`config.mk`:
```
export PLATFORM = sky130hd
export DESIGN_NAME = playfield_memory_flat
export DESIGN_NICKNAME = d
export VERILOG_FILES = /design/src/rtl/playfield_pkg.sv /design/src/rtl/playfield_memory_if.sv /design/src/rtl/playfield_window.sv /design/src/rtl/playfield_memory.sv /design/src/flat_wrapper.sv
export SDC_FILE = /design/constraint.sdc
export NUM_CORES = 2
export LEC_CHECK = 0
export BUFFER_PORTS_ARGS = -buffer_cell sky130_fd_sc_hd__buf_2
export CAP_MARGIN = 20
export CORE_MARGIN = 2
export CORE_UTILIZATION = 40
export DETAILED_ROUTE_END_ITERATION = 10
export PLACE_DENSITY_LB_ADDON = 0.1
export SLEW_MARGIN = 20
export SYNTH_ARGS = -nofsm -noshare
export SYNTH_HDL_FRONTEND = slang
export SYNTH_SLANG_ARGS = --single-unit
```
`constraint.sdc`:
```
create_clock -name clk_i -period 4.9 [get_ports clk_i]
set_input_delay 0 -clock clk_i [delete_from_list [all_inputs] [get_ports clk_i]]
set_output_delay 0 -clock clk_i [all_outputs]
set_load 0.02 [all_outputs]
```
`src/rtl/playfield_pkg.sv`:
```
// Shared types and helpers for the playfield store.
// Holds the controller state enum, coordinate/address width helpers and
// the piece-window cell index used by every playfield file.
package playfield_pkg;

    typedef enum logic [1:0] {
        eIDLE,
        eBLOCK,
        eCLEAR
    } state_e;

    // Bits needed to address n rows or columns (never less than one bit).
    function automatic int addrW(input int n);
        return (n > 1) ? $clog2(n) : 1;
    endfunction

    // Signed coordinate width: one sign bit on top of the address width.
    function automatic int coordW(input int n);
        return $clog2(n) + 1;
    endfunction

    // Bit position of piece cell (row r, column c) inside a dim x dim window.
    function automatic int cellIdx(input int r, input int c, input int dim);
        return r * dim + c;
    endfunction

endpackage

```
`src/rtl/playfield_memory_if.sv`:
```
// Bus bundle between the game executor / renderer and playfield_memory.
// The master modport is the executor/scanner side, the slave modport is the store.
interface playfield_memory_if
    import playfield_pkg::*;
#(
    parameter int width_p      = 10,
    parameter int height_p     = 20,
    parameter int piece_dim_p  = 4,
    parameter int line_ports_p = 2
);

    localparam int RowAW = addrW(height_p);
    localparam int XW    = coordW(width_p);
    localparam int YW    = coordW(height_p);
    localparam int Cells = piece_dim_p * piece_dim_p;

    logic [line_ports_p*RowAW-1:0]   line_addr_i;
    logic [line_ports_p*width_p-1:0] line_data_o;

    logic [XW-1:0]                   blk_rd_x_i;
    logic [YW-1:0]                   blk_rd_y_i;
    logic [Cells-1:0]                blk_rd_data_o;

    logic                            blk_w_v_i;
    logic                            blk_w_ready_o;
    logic [XW-1:0]                   blk_w_x_i;
    logic [YW-1:0]                   blk_w_y_i;
    logic [Cells-1:0]                blk_w_data_i;

    logic                            clr_v_i;
    logic                            clr_ready_o;
    logic [RowAW-1:0]                clr_row_i;

    logic                            row_w_v_i;
    logic                            row_w_ready_o;
    logic [RowAW-1:0]                row_w_addr_i;
    logic [width_p-1:0]              row_w_data_i;

    logic [height_p-1:0]             full_rows_o;
    logic                            done_o;
    logic                            collision_o;

    modport master (
        output line_addr_i,
        input  line_data_o,
        output blk_rd_x_i,
        output blk_rd_y_i,
        input  blk_rd_data_o,
        output blk_w_v_i,
        input  blk_w_ready_o,
        output blk_w_x_i,
        output blk_w_y_i,
        output blk_w_data_i,
        output clr_v_i,
        input  clr_ready_o,
        output clr_row_i,
        output row_w_v_i,
        input  row_w_ready_o,
        output row_w_addr_i,
        output row_w_data_i,
        input  full_rows_o,
        input  done_o,
        input  collision_o
    );

    modport slave (
        input  line_addr_i,
        output line_data_o,
        input  blk_rd_x_i,
        input  blk_rd_y_i,
        output blk_rd_data_o,
        input  blk_w_v_i,
        output blk_w_ready_o,
        input  blk_w_x_i,
        input  blk_w_y_i,
        input  blk_w_data_i,
        input  clr_v_i,
        output clr_ready_o,
        input  clr_row_i,
        input  row_w_v_i,
        output row_w_ready_o,
        input  row_w_addr_i,
        input  row_w_data_i,
        output full_rows_o,
        output done_o,
        output collision_o
    );

endinterface

```
`src/rtl/playfield_window.sv`:
```
// Combinational dim x dim window extractor over the playfield matrix.
// Cells left/right of the field or below the floor read as 1 (solid),
// cells above the top row inside the side walls read as 0 (spawn zone).
module playfield_window
    import playfield_pkg::*;
#(
    parameter int width_p  = 10,
    parameter int height_p = 20,
    parameter int dim_p    = 4
)
(
    input  logic [width_p-1:0]          mem_i [height_p],
    input  logic [coordW(width_p)-1:0]  x_i,
    input  logic [coordW(height_p)-1:0] y_i,
    output logic [dim_p*dim_p-1:0]      data_o
);

    localparam int CA = coordW(width_p) - 1;
    localparam int RA = coordW(height_p) - 1;

    for (genvar r = 0; r < dim_p; r++) begin : gRow
        for (genvar c = 0; c < dim_p; c++) begin : gCol
            logic [CA+1:0] colIdx;
            logic [RA+1:0] rowIdx;
            logic          solid;

            // Indices are widened by one bit so an offset origin never wraps.
            assign colIdx = {x_i[CA], x_i} + (CA+2)'(c);
            assign rowIdx = {y_i[RA], y_i} + (RA+2)'(r);
            assign solid  = colIdx[CA+1] || (int'(colIdx) >= width_p) ||
                            (!rowIdx[RA+1] && (int'(rowIdx) >= height_p));

            assign data_o[cellIdx(r, c, dim_p)] =
                solid        ? 1'b1 :
                rowIdx[RA+1] ? 1'b0 :
                               mem_i[rowIdx[RA-1:0]][colIdx[CA-1:0]];
        end
    end

endmodule

```
`src/rtl/playfield_memory.sv`:
```
// Tetris playfield store: height_p x width_p bit matrix with combinational
// line and piece-window reads, a row-by-row OR-merge piece lock, a
// sequential row-clear/collapse engine and single-cycle full-row writes.
// Optional sticky lock collision flag under PLAYFIELD_COLLISION_EN.
module playfield_memory
    import playfield_pkg::*;
#(
    parameter int width_p      = 10,
    parameter int height_p     = 20,
    parameter int piece_dim_p  = 4,
    parameter int line_ports_p = 2
)
(
    input  logic               clk_i,
    input  logic               reset_i,
    playfield_memory_if.slave  bus
);

    localparam int RA    = addrW(height_p);
    localparam int XW    = coordW(width_p);
    localparam int YW    = coordW(height_p);
    localparam int CA    = XW - 1;
    localparam int Cells = piece_dim_p * piece_dim_p;
    localparam int CntW  = addrW(piece_dim_p);

    state_e             state_q, state_d;
    logic [XW-1:0]      blkX_q, blkX_d;
    logic [YW-1:0]      blkY_q, blkY_d;
    logic [Cells-1:0]   blkData_q, blkData_d;
    logic [CntW-1:0]    rowCnt_q, rowCnt_d;
    logic [RA-1:0]      clrCnt_q, clrCnt_d;
    logic               clrNop_q, clrNop_d;
    logic [width_p-1:0] mem_q [height_p];
    logic [width_p-1:0] mem_d [height_p];

    logic               isIdle;
    logic               blkAcc, clrAcc, rowAcc;
    logic               doneNow;

    logic [piece_dim_p-1:0] pieceRow;
    logic [RA+1:0]          lockRow;
    logic                   lockRowOk;
    logic [CA+1:0]          lockCol [piece_dim_p];
    logic [piece_dim_p-1:0] lockColOk;
    logic [width_p-1:0]     lockMask;

    // Line read ports; an address past the last row reads as empty.
    for (genvar p = 0; p < line_ports_p; p++) begin : gLine
        logic [RA-1:0] lineAddr;
        assign lineAddr = bus.line_addr_i[p*RA +: RA];
        assign bus.line_data_o[p*width_p +: width_p] =
            (int'(lineAddr) < height_p) ? mem_q[lineAddr] : '0;
    end

    for (genvar k = 0; k < height_p; k++) begin : gFull
        assign bus.full_rows_o[k] = &mem_q[k];
    end

    playfield_window #(
        .width_p  (width_p),
        .height_p (height_p),
        .dim_p    (piece_dim_p)
    ) uRdWin (
        .mem_i  (mem_q),
        .x_i    (bus.blk_rd_x_i),
        .y_i    (bus.blk_rd_y_i),
        .data_o (bus.blk_rd_data_o)
    );

    // Handshake priority: lock beats clear beats row write, all only in IDLE.
    assign isIdle            = (state_q == eIDLE);
    assign bus.blk_w_ready_o = isIdle;
    assign bus.clr_ready_o   = isIdle && !bus.blk_w_v_i;
    assign bus.row_w_ready_o = isIdle && !bus.blk_w_v_i && !bus.clr_v_i;
    assign blkAcc            = bus.blk_w_v_i && bus.blk_w_ready_o;
    assign clrAcc            = bus.clr_v_i && bus.clr_ready_o;
    assign rowAcc            = bus.row_w_v_i && bus.row_w_ready_o;
    assign bus.done_o        = doneNow && !reset_i;

    // Target row and columns of the piece row being merged this cycle.
    assign pieceRow  = blkData_q[rowCnt_q*piece_dim_p +: piece_dim_p];
    assign lockRow   = {blkY_q[YW-1], blkY_q} + (RA+2)'(rowCnt_q);
    assign lockRowOk = !lockRow[RA+1] && (int'(lockRow) < height_p);

    for (genvar c = 0; c < piece_dim_p; c++) begin : gLockCol
        assign lockCol[c]   = {blkX_q[XW-1], blkX_q} + (CA+2)'(c);
        assign lockColOk[c] = !lockCol[c][CA+1] && (int'(lockCol[c]) < width_p);
    end

    // Scatter the in-range piece cells of the current row onto matrix columns.
    always_comb begin
        lockMask = '0;
        for (int c = 0; c < piece_dim_p; c++) begin
            if (lockColOk[c] && pieceRow[c]) begin
                lockMask[lockCol[c][CA-1:0]] = 1'b1;
            end
        end
    end

    // Controller next state: accept requests in IDLE, step lock and clear engines.
    always_comb begin
        state_d   = state_q;
        blkX_d    = blkX_q;
        blkY_d    = blkY_q;
        blkData_d = blkData_q;
        rowCnt_d  = rowCnt_q;
        clrCnt_d  = clrCnt_q;
        clrNop_d  = clrNop_q;
        doneNow   = 1'b0;
        for (int k = 0; k < height_p; k++) begin
            mem_d[k] = mem_q[k];
        end

        unique case (state_q)
            eIDLE: begin
                if (blkAcc) begin
                    state_d   = eBLOCK;
                    blkX_d    = bus.blk_w_x_i;
                    blkY_d    = bus.blk_w_y_i;
                    blkData_d = bus.blk_w_data_i;
                    rowCnt_d  = '0;
                end else if (clrAcc) begin
                    state_d  = eCLEAR;
                    clrCnt_d = bus.clr_row_i;
                    clrNop_d = (int'(bus.clr_row_i) >= height_p);
                end else if (rowAcc && (int'(bus.row_w_addr_i) < height_p)) begin
                    mem_d[bus.row_w_addr_i] = bus.row_w_data_i;
                end
            end

            eBLOCK: begin
                if (lockRowOk) begin
                    mem_d[lockRow[RA-1:0]] = mem_q[lockRow[RA-1:0]] | lockMask;
                end
                if (int'(rowCnt_q) == piece_dim_p - 1) begin
                    doneNow = 1'b1;
                    state_d = eIDLE;
                end else begin
                    rowCnt_d = rowCnt_q + CntW'(1);
                end
            end

            eCLEAR: begin
                if (clrNop_q) begin
                    doneNow = 1'b1;
                    state_d = eIDLE;
                end else begin
                    mem_d[clrCnt_q] = (clrCnt_q != '0) ? mem_q[clrCnt_q - RA'(1)] : '0;
                    if (clrCnt_q == '0) begin
                        doneNow = 1'b1;
                        state_d = eIDLE;
                    end else begin
                        clrCnt_d = clrCnt_q - RA'(1);
                    end
                end
            end

            default: begin
                state_d = eIDLE;
            end
        endcase
    end

    // State, latches and matrix registers with synchronous reset.
    always_ff @(posedge clk_i) begin
        if (reset_i) begin
            state_q   <= eIDLE;
            blkX_q    <= '0;
            blkY_q    <= '0;
            blkData_q <= '0;
            rowCnt_q  <= '0;
            clrCnt_q  <= '0;
            clrNop_q  <= 1'b0;
            for (int k = 0; k < height_p; k++) begin
                mem_q[k] <= '0;
            end
        end else begin
            state_q   <= state_d;
            blkX_q    <= blkX_d;
            blkY_q    <= blkY_d;
            blkData_q <= blkData_d;
            rowCnt_q  <= rowCnt_d;
            clrCnt_q  <= clrCnt_d;
            clrNop_q  <= clrNop_d;
            for (int k = 0; k < height_p; k++) begin
                mem_q[k] <= mem_d[k];
            end
        end
    end

`ifdef PLAYFIELD_COLLISION_EN
    logic [Cells-1:0] collWin;
    logic             rowHit;
    logic             collision_q, collision_d;

    // The row being merged still holds its pre-lock contents, so the window
    // over the latched origin shows exactly what the piece row lands on.
    playfield_window #(
        .width_p  (width_p),
        .height_p (height_p),
        .dim_p    (piece_dim_p)
    ) uCollWin (
        .mem_i  (mem_q),
        .x_i    (blkX_q),
        .y_i    (blkY_q),
        .data_o (collWin)
    );

    assign rowHit = !lockRow[RA+1] &&
                    (|(pieceRow & collWin[rowCnt_q*piece_dim_p +: piece_dim_p]));

    // Sticky collision flag, cleared at each lock accept.
    always_comb begin
        collision_d = collision_q;
        if (blkAcc) begin
            collision_d = 1'b0;
        end else if ((state_q == eBLOCK) && rowHit) begin
            collision_d = 1'b1;
        end
    end

    // Collision flag register.
    always_ff @(posedge clk_i) begin
        if (reset_i) begin
            collision_q <= 1'b0;
        end else begin
            collision_q <= collision_d;
        end
    end

    assign bus.collision_o = collision_q;
`else
    assign bus.collision_o = 1'b0;
`endif

endmodule
```
`src/flat_wrapper.sv`:
```
// flat-port wrapper written by rule: the top's interface ports become plain ports
module playfield_memory_flat import playfield_pkg::*;
#(
    parameter int width_p      = 10,
    parameter int height_p     = 20,
    parameter int piece_dim_p  = 4,
    parameter int line_ports_p = 2
)
  (clk_i, reset_i, bus_line_addr_i, bus_line_data_o, bus_blk_rd_x_i, bus_blk_rd_y_i, bus_blk_rd_data_o, bus_blk_w_v_i, bus_blk_w_ready_o, bus_blk_w_x_i, bus_blk_w_y_i, bus_blk_w_data_i, bus_clr_v_i, bus_clr_ready_o, bus_clr_row_i, bus_row_w_v_i, bus_row_w_ready_o, bus_row_w_addr_i, bus_row_w_data_i, bus_full_rows_o, bus_done_o, bus_collision_o);
  playfield_memory_if #(.width_p(width_p), .height_p(height_p), .piece_dim_p(piece_dim_p), .line_ports_p(line_ports_p)) bus_i ();
  input  logic clk_i;
  input  logic reset_i;
  input wire logic [$bits(bus_i.line_addr_i)-1:0] bus_line_addr_i;
  output wire logic [$bits(bus_i.line_data_o)-1:0] bus_line_data_o;
  input wire logic [$bits(bus_i.blk_rd_x_i)-1:0] bus_blk_rd_x_i;
  input wire logic [$bits(bus_i.blk_rd_y_i)-1:0] bus_blk_rd_y_i;
  output wire logic [$bits(bus_i.blk_rd_data_o)-1:0] bus_blk_rd_data_o;
  input wire logic [$bits(bus_i.blk_w_v_i)-1:0] bus_blk_w_v_i;
  output wire logic [$bits(bus_i.blk_w_ready_o)-1:0] bus_blk_w_ready_o;
  input wire logic [$bits(bus_i.blk_w_x_i)-1:0] bus_blk_w_x_i;
  input wire logic [$bits(bus_i.blk_w_y_i)-1:0] bus_blk_w_y_i;
  input wire logic [$bits(bus_i.blk_w_data_i)-1:0] bus_blk_w_data_i;
  input wire logic [$bits(bus_i.clr_v_i)-1:0] bus_clr_v_i;
  output wire logic [$bits(bus_i.clr_ready_o)-1:0] bus_clr_ready_o;
  input wire logic [$bits(bus_i.clr_row_i)-1:0] bus_clr_row_i;
  input wire logic [$bits(bus_i.row_w_v_i)-1:0] bus_row_w_v_i;
  output wire logic [$bits(bus_i.row_w_ready_o)-1:0] bus_row_w_ready_o;
  input wire logic [$bits(bus_i.row_w_addr_i)-1:0] bus_row_w_addr_i;
  input wire logic [$bits(bus_i.row_w_data_i)-1:0] bus_row_w_data_i;
  output wire logic [$bits(bus_i.full_rows_o)-1:0] bus_full_rows_o;
  output wire logic [$bits(bus_i.done_o)-1:0] bus_done_o;
  output wire logic [$bits(bus_i.collision_o)-1:0] bus_collision_o;
  assign bus_i.line_addr_i = bus_line_addr_i;
  assign bus_line_data_o = bus_i.line_data_o;
  assign bus_i.blk_rd_x_i = bus_blk_rd_x_i;
  assign bus_i.blk_rd_y_i = bus_blk_rd_y_i;
  assign bus_blk_rd_data_o = bus_i.blk_rd_data_o;
  assign bus_i.blk_w_v_i = bus_blk_w_v_i;
  assign bus_blk_w_ready_o = bus_i.blk_w_ready_o;
  assign bus_i.blk_w_x_i = bus_blk_w_x_i;
  assign bus_i.blk_w_y_i = bus_blk_w_y_i;
  assign bus_i.blk_w_data_i = bus_blk_w_data_i;
  assign bus_i.clr_v_i = bus_clr_v_i;
  assign bus_clr_ready_o = bus_i.clr_ready_o;
  assign bus_i.clr_row_i = bus_clr_row_i;
  assign bus_i.row_w_v_i = bus_row_w_v_i;
  assign bus_row_w_ready_o = bus_i.row_w_ready_o;
  assign bus_i.row_w_addr_i = bus_row_w_addr_i;
  assign bus_i.row_w_data_i = bus_row_w_data_i;
  assign bus_full_rows_o = bus_i.full_rows_o;
  assign bus_done_o = bus_i.done_o;
  assign bus_collision_o = bus_i.collision_o;
  playfield_memory #(.width_p(width_p), .height_p(height_p), .piece_dim_p(piece_dim_p), .line_ports_p(line_ports_p)) u_core (.clk_i(clk_i), .reset_i(reset_i), .bus(bus_i));
endmodule
```
# Word level (Yosys, flattened, before mapping)
# Index checks and enable logic that the tools add are counted.
[word_totals] reg_bits=237 elab_cells=339
[classes] n_addsub=12 magnitude_cmp=42 eq_ne=15 shifts=1 mux=136 n_bitwise=15 reduce_logical=91
[ops] op="200-bit 2-to-1 mux" count=5
[ops] op="200-bit bitwise mux" count=3
[ops] op="200-bit case mux with 3 select lines" count=1
[ops] op="10-bit binary-select mux with 5-bit select" count=8
[ops] op="10-bit 2-to-1 mux" count=26
[ops] op="10-bit AND reduction" count=20
[ops] op="10-bit demux with 5-bit select" count=3
[ops] op="1-bit binary-select mux with 4-bit select" count=16
[ops] op="6-bit greater-or-equal comparator (second input constant)" count=10
[ops] op="5-bit inverter with 6-bit output" count=10
[ops] op="1-bit 2-to-1 mux" count=55
[ops] op="4-bit by 5-bit less-than comparator with 1-bit output (second input constant)" count=8
[ops] op="10-bit bitwise OR" count=4
[ops] op="7-bit by 5-bit greater-or-equal comparator with 1-bit output (second input constant)" count=4
[ops] op="1-bit logical AND" count=27
[ops] op="5-bit by 3-bit adder with 6-bit output (second input constant)" count=4
[ops] op="6-bit by 4-bit greater-or-equal comparator with 1-bit output (second input constant)" count=4
[ops] op="6-bit by 4-bit less-than comparator with 1-bit output (second input constant)" count=4
[ops] op="1-bit logical OR" count=20
[ops] op="5-bit 2-to-1 mux" count=4
[ops] op="6-bit by 1-bit less-than comparator with 1-bit output (second input constant)" count=3
[ops] op="1-bit demux with 4-bit select" count=4
[ops] op="4-bit by 1-bit greater-or-equal comparator with 1-bit output (second input constant)" count=4
[ops] op="2-bit inequality test (second input constant)" count=8
[ops] op="31 further kinds" count=57

# Logic depth before layout (Yosys ltp)
[logic_depth] word_depth=15 depth_mapped=18 mapped_depth_nobuf=10

# Hierarchy
# Synthesis repeated with hierarchy kept, for this count alone.
[unflattened] cells_unflattened=3909 area_unflattened_um2=33279.4
[by_module_without_submodules] mod="playfield_memory" instances=1 cells_each=3089 area_per_inst_um2=24526.0 seq_area_each_um2=4744.6
[by_module_without_submodules] mod="playfield_window" instances=1 cells_each=820 area_per_inst_um2=8753.4 seq_area_each_um2=0.0

# Least setup slack after synthesis
# Ideal clock, no wire load.
[synth_timing] kind="input port to output port" start="input port bus_blk_rd_y_i[1]" end="output port bus_blk_rd_data_o[13]" arrival_ns=3.903 required_time_ns=4.900 slack_ns=0.997 stages=18 path_cell_list="buf_2 > buf_2 > buf_1 > buf_2 > inv_1 > ha_1 > buf_2 > buf_2 > buf_4 > buf_2 > mux4_2 > nand2_1 > nand2_1 > o21ai_0 > nand3_1 > a21oi_1 > nor4_1 > or4b_1"
[synth_via] elab_chain_cells=9
[synth_rtl] element="start: declaration" line_no="flat_wrapper.sv:16" text="input wire logic [$bits(bus_i.blk_rd_y_i)-1:0] bus_blk_rd_y_i;"
[synth_rtl] element="6-bit by 3-bit adder with 7-bit output *" line_no="playfield_window.sv:29" text="assign rowIdx = {y_i[RA], y_i} + (RA+2)'(r);"
[synth_rtl] element="5-bit inverter with 6-bit output (not written as such)" line_no="playfield_window.sv:36" text="mem_i[rowIdx[RA-1:0]][colIdx[CA-1:0]];"
[synth_rtl] element="10-bit binary-select mux with 5-bit select" line_no="playfield_window.sv:36"
[synth_rtl] element="10-bit 2-to-1 mux (not written as such) (2 in series)" line_no="playfield_window.sv:36"
[synth_rtl] element="1-bit binary-select mux with 4-bit select" line_no="playfield_window.sv:36"
[synth_rtl] element="1-bit 2-to-1 mux (not written as such)" line_no="playfield_window.sv:36"
[synth_rtl] element="1-bit 2-to-1 mux" line_no="playfield_window.sv:35" text="rowIdx[RA+1] ? 1'b0 :"
[synth_rtl] element="1-bit 2-to-1 mux *" line_no="playfield_window.sv:34" text="solid ? 1'b1 :"
[synth_rtl] element="end: declaration" line_no="flat_wrapper.sv:17" text="output wire logic [$bits(bus_i.blk_rd_data_o)-1:0] bus_blk_rd_data_o;"
# Every way passes the cells marked *; elsewhere a longest branch is shown, timed or not. The select of a mux whose other input is x is not followed.

==> reports/metrics.cfg <==
[synthesis]
synth_compound_area_share_pct=26.14
synth_area_um2=33040
syn_inst=4187
ys_warn_count=0
synth_top_area_share_pct=24.20
synth_simple_gate_area_share_pct=19.66
synth_area_leaders=mux4_2, dfxtp_1, nand2_1
synthXorXnorAreaFrac_pct=0.8444
ys_async_sr_fraction_pct=0
ys_seq_area_share_pct=14.36
synth_top_family_by_area=multiplexers
syn-num-nets=4297
yosys.area_share.adder_pct=1.424
ys_ff_latch=237
synthMuxAreaShare_pct=29.41
synth_cell_types=92
synth_edf_count=0
netlist.top_cell.by_area=mux4_2
syn-mean-instance-area_um2=7.891
synthFlopType=dfxtp_1

[power_and_ir_drop]
power.density_nw_per_um2=323.6
p_sw_share_pct=51.44
irDropWorstVdd_mv=0.4429
pwr-share-seq_pct=27.8
leakagePower_nw=12.36
pwr-share-clk_pct=19.9
p_comb_share_pct=52.4
p_int_mw=5.662
power.switching_mw=5.997

[floorplan]
dieArea_um2=84920
fp-row-count=105
core_area_um2=81980
die_w_um=291.4
start_util_pct=40.31
die_height_um=291.4
io_pins=134

[global_routing]
use_met2_pct=61.91
globalRouteOverflowTotal=0
grt_busiest_layer=met2
use_met1_pct=53.27
first_global_vias=35060
grt_usage_pct=42.71
grt_pass1_wl_um=264800
grt_start_max_net_pins=113
met3_usage_pct=13.04
antenna_found_initial=13

[setup_path]
critical_path.startpoint_type=flop
cp.required_ps=5320
cp.arrival_ps=4910
end_kind=flop
crit_type=flop to flop
crit_path_max_fanout=49

[cts]
cts-root-buf=clkbuf_16
clockBufferDepth=3
htreeDepth=1
cts.reportedPaths.clkPinSlew_ps=60
tritoncts=yes
cts_buffers=27
cts_hold_buf=46
clkLatencyLatePin_ps=590
cts.sinks=237
post-cts-setup-buffers=0
cts_resized=0

[final_layout]
layout.nets=4123
syn_to_final_growth_pct=9.043
drive_gt1_share_pct=20.58

[sta]
timing_worst_slew_pin_value_ps=1216
period_needed_ps=4495
hold_ws_ps=199.8
fin_crit_sh_pct=91.74
finalSetupTns_ps=0
setup_viol=0
fmax_mhz=222.5
slew_headroom_pct=18.83
hold_viol=0
drv_slew=0
clock_skew_ps=15.76
grt_setup_unrepaired=false

[place]
place_congestion=1.052
io_buffers=132
dp.final_hpwl_um=128600

[detailed_routing]
wirelength_um=188400
ant_nets=0
drc=0
drt-initial-drc-count=6468
wl_per_cell_um=36.87
drt-pass1-iter-count=8
via_count=38500
via_per_inst=7.536

[worst_hold_path]
hold_class=primary input to flop

[flow_run]
drv_cap=0

[status]
outcome=finished clean

-- cell usage in the layout, fill, tap and decap left out, types with 81 or more instances in the layout --
| master | instances |
|---|---|
| mux2i_1 | 157 |
| o211ai_1 | 121 |
| nand2_1 | 505 |
| nor2_1 | 339 |
| dfxtp_1 | 236 |
| a211oi_1 | 83 |
| buf_4 | 212 |
| and3_1 | 81 |
| mux4_2 | 355 |
| nand3_1 | 168 |
| a31oi_1 | 103 |
| o21ai_0 | 299 |
| a21oi_1 | 259 |
| buf_2 | 127 |
-- stage by stage --
stage | std cells | utilization (%) | power (mW) | instance area, um^2 | setup WS [ps]
after global placement | 5007 | 42.17 | 8.888 | 34570 | 775.6
after global routing | 5105 | 43.94 | 11.82 | 36020 | 243.3
after CTS | 5103 | 43.91 | 11.21 | 36000 | 691.4
after detailed placement | 5007 | 42.19 | 8.901 | 34590 | 712.2
after floorplan | 4187 | - | 6.332 | 33040 | 997.3
final | 5109 | 43.95 | 11.66 | 36030 | 404.8
-- power by group through the flow --
| stage | Clock (mW) | Combinational [mW] | Sequential, mW |
|---|---|---|---|
| 2_1_floorplan | 0 | 4.01 | 2.33 |
| 3_3_place_gp | 0 | 5.75 | 3.14 |
| 3_5_place_dp | 0 | 5.77 | 3.14 |
| 4_1_cts | 2.31 | 5.81 | 3.09 |
| 5_1_grt | 2.37 | 6.28 | 3.17 |
| 6_report | 2.32 | 6.11 | 3.24 |
-- cell families (layout without fill, tap and decap cells) --
family                   count (synthesis)  after routing
AO/OA/AOI/OAI                         1303           1303
XOR/XNOR                                31             31
adder cells (fa/ha/maj)                 37             37
buffers and inverters                  650            497
flip-flops                             237            237
multiplexers                           521            521
other                                    1              6
AND/OR/NAND/NOR                       1407           1407
-- per-layer routing --
metal | routed length [um] | share of wire, %
met4 | 17520 | 9.3
met2 | 77700 | 41
met3 | 26870 | 14
met1 | 66260 | 35
met5 | 27 | 0.014
-- cell usage after synthesis, types with 11 or more instances --
cell type	instances
a21boi_0	11
ha_1	36
buf_4	29
and3_1	81
buf_2	76
nand4_1	71
a211oi_1	87
xnor2_1	18
o211ai_1	121
o22ai_1	12
o21ai_0	303
nand3_1	168
nor2b_1	27
nor2_1	349
a221oi_1	28
a22oi_1	34
xor2_1	12
inv_1	46
o2111ai_1	51
a2111oi_0	19
mux2i_1	157
a31oi_1	107
o31ai_1	18
o41ai_1	13
a32oi_1	23
a21oi_1	260
nor3_1	77
mux4_2	355
nor3b_1	25
a311o_1	17
nand3b_1	22
clkbuf_1	453
dfxtp_1	237
nand2_1	506
nand2b_1	20
o21ai_1	12
o21a_1	76
buf_1	35
and2_1	13
-- critical path, cell delays in order, from the launching register on --
cell and delay, ps:
dfxtp_1 430, ha_4 230, fa_4 1310, mux4_2 590
nand2_1 80, a21oi_1 60, o21ai_0 290, nand2_1 230
a221oi_1 870, a2111oi_0 170
-- final timing paths --
kind / depth (start not counted) / startpoint / endpoint / slack, ps
max reg2reg: 9 / u_core.rowCnt_q[0] / flop / 400
max: 9 / u_core.rowCnt_q[0] / flop / 400
min: 4 / bus_blk_w_y_i[0] / u_core.blkY_q[0] / 200
min reg2reg: 2 / u_core.blkData_q[4] / u_core.blkData_q[4] / 460
-- final cells by class --
class | instances | area [um^2]
Multi-Input combinational cell | 3300 | 25890
Fill cell | 8212 | 45950
Tap cell | 1070 | 1339
Inverter | 50 | 187.7
Clock buffer | 41 | 798.3
Clock inverter | 9 | 151.4
Timing Repair Buffer | 397 | 2900
Antenna cell | 5 | 12.51
Sequential cell | 237 | 4748
Power figures use the tool's default switching activity.
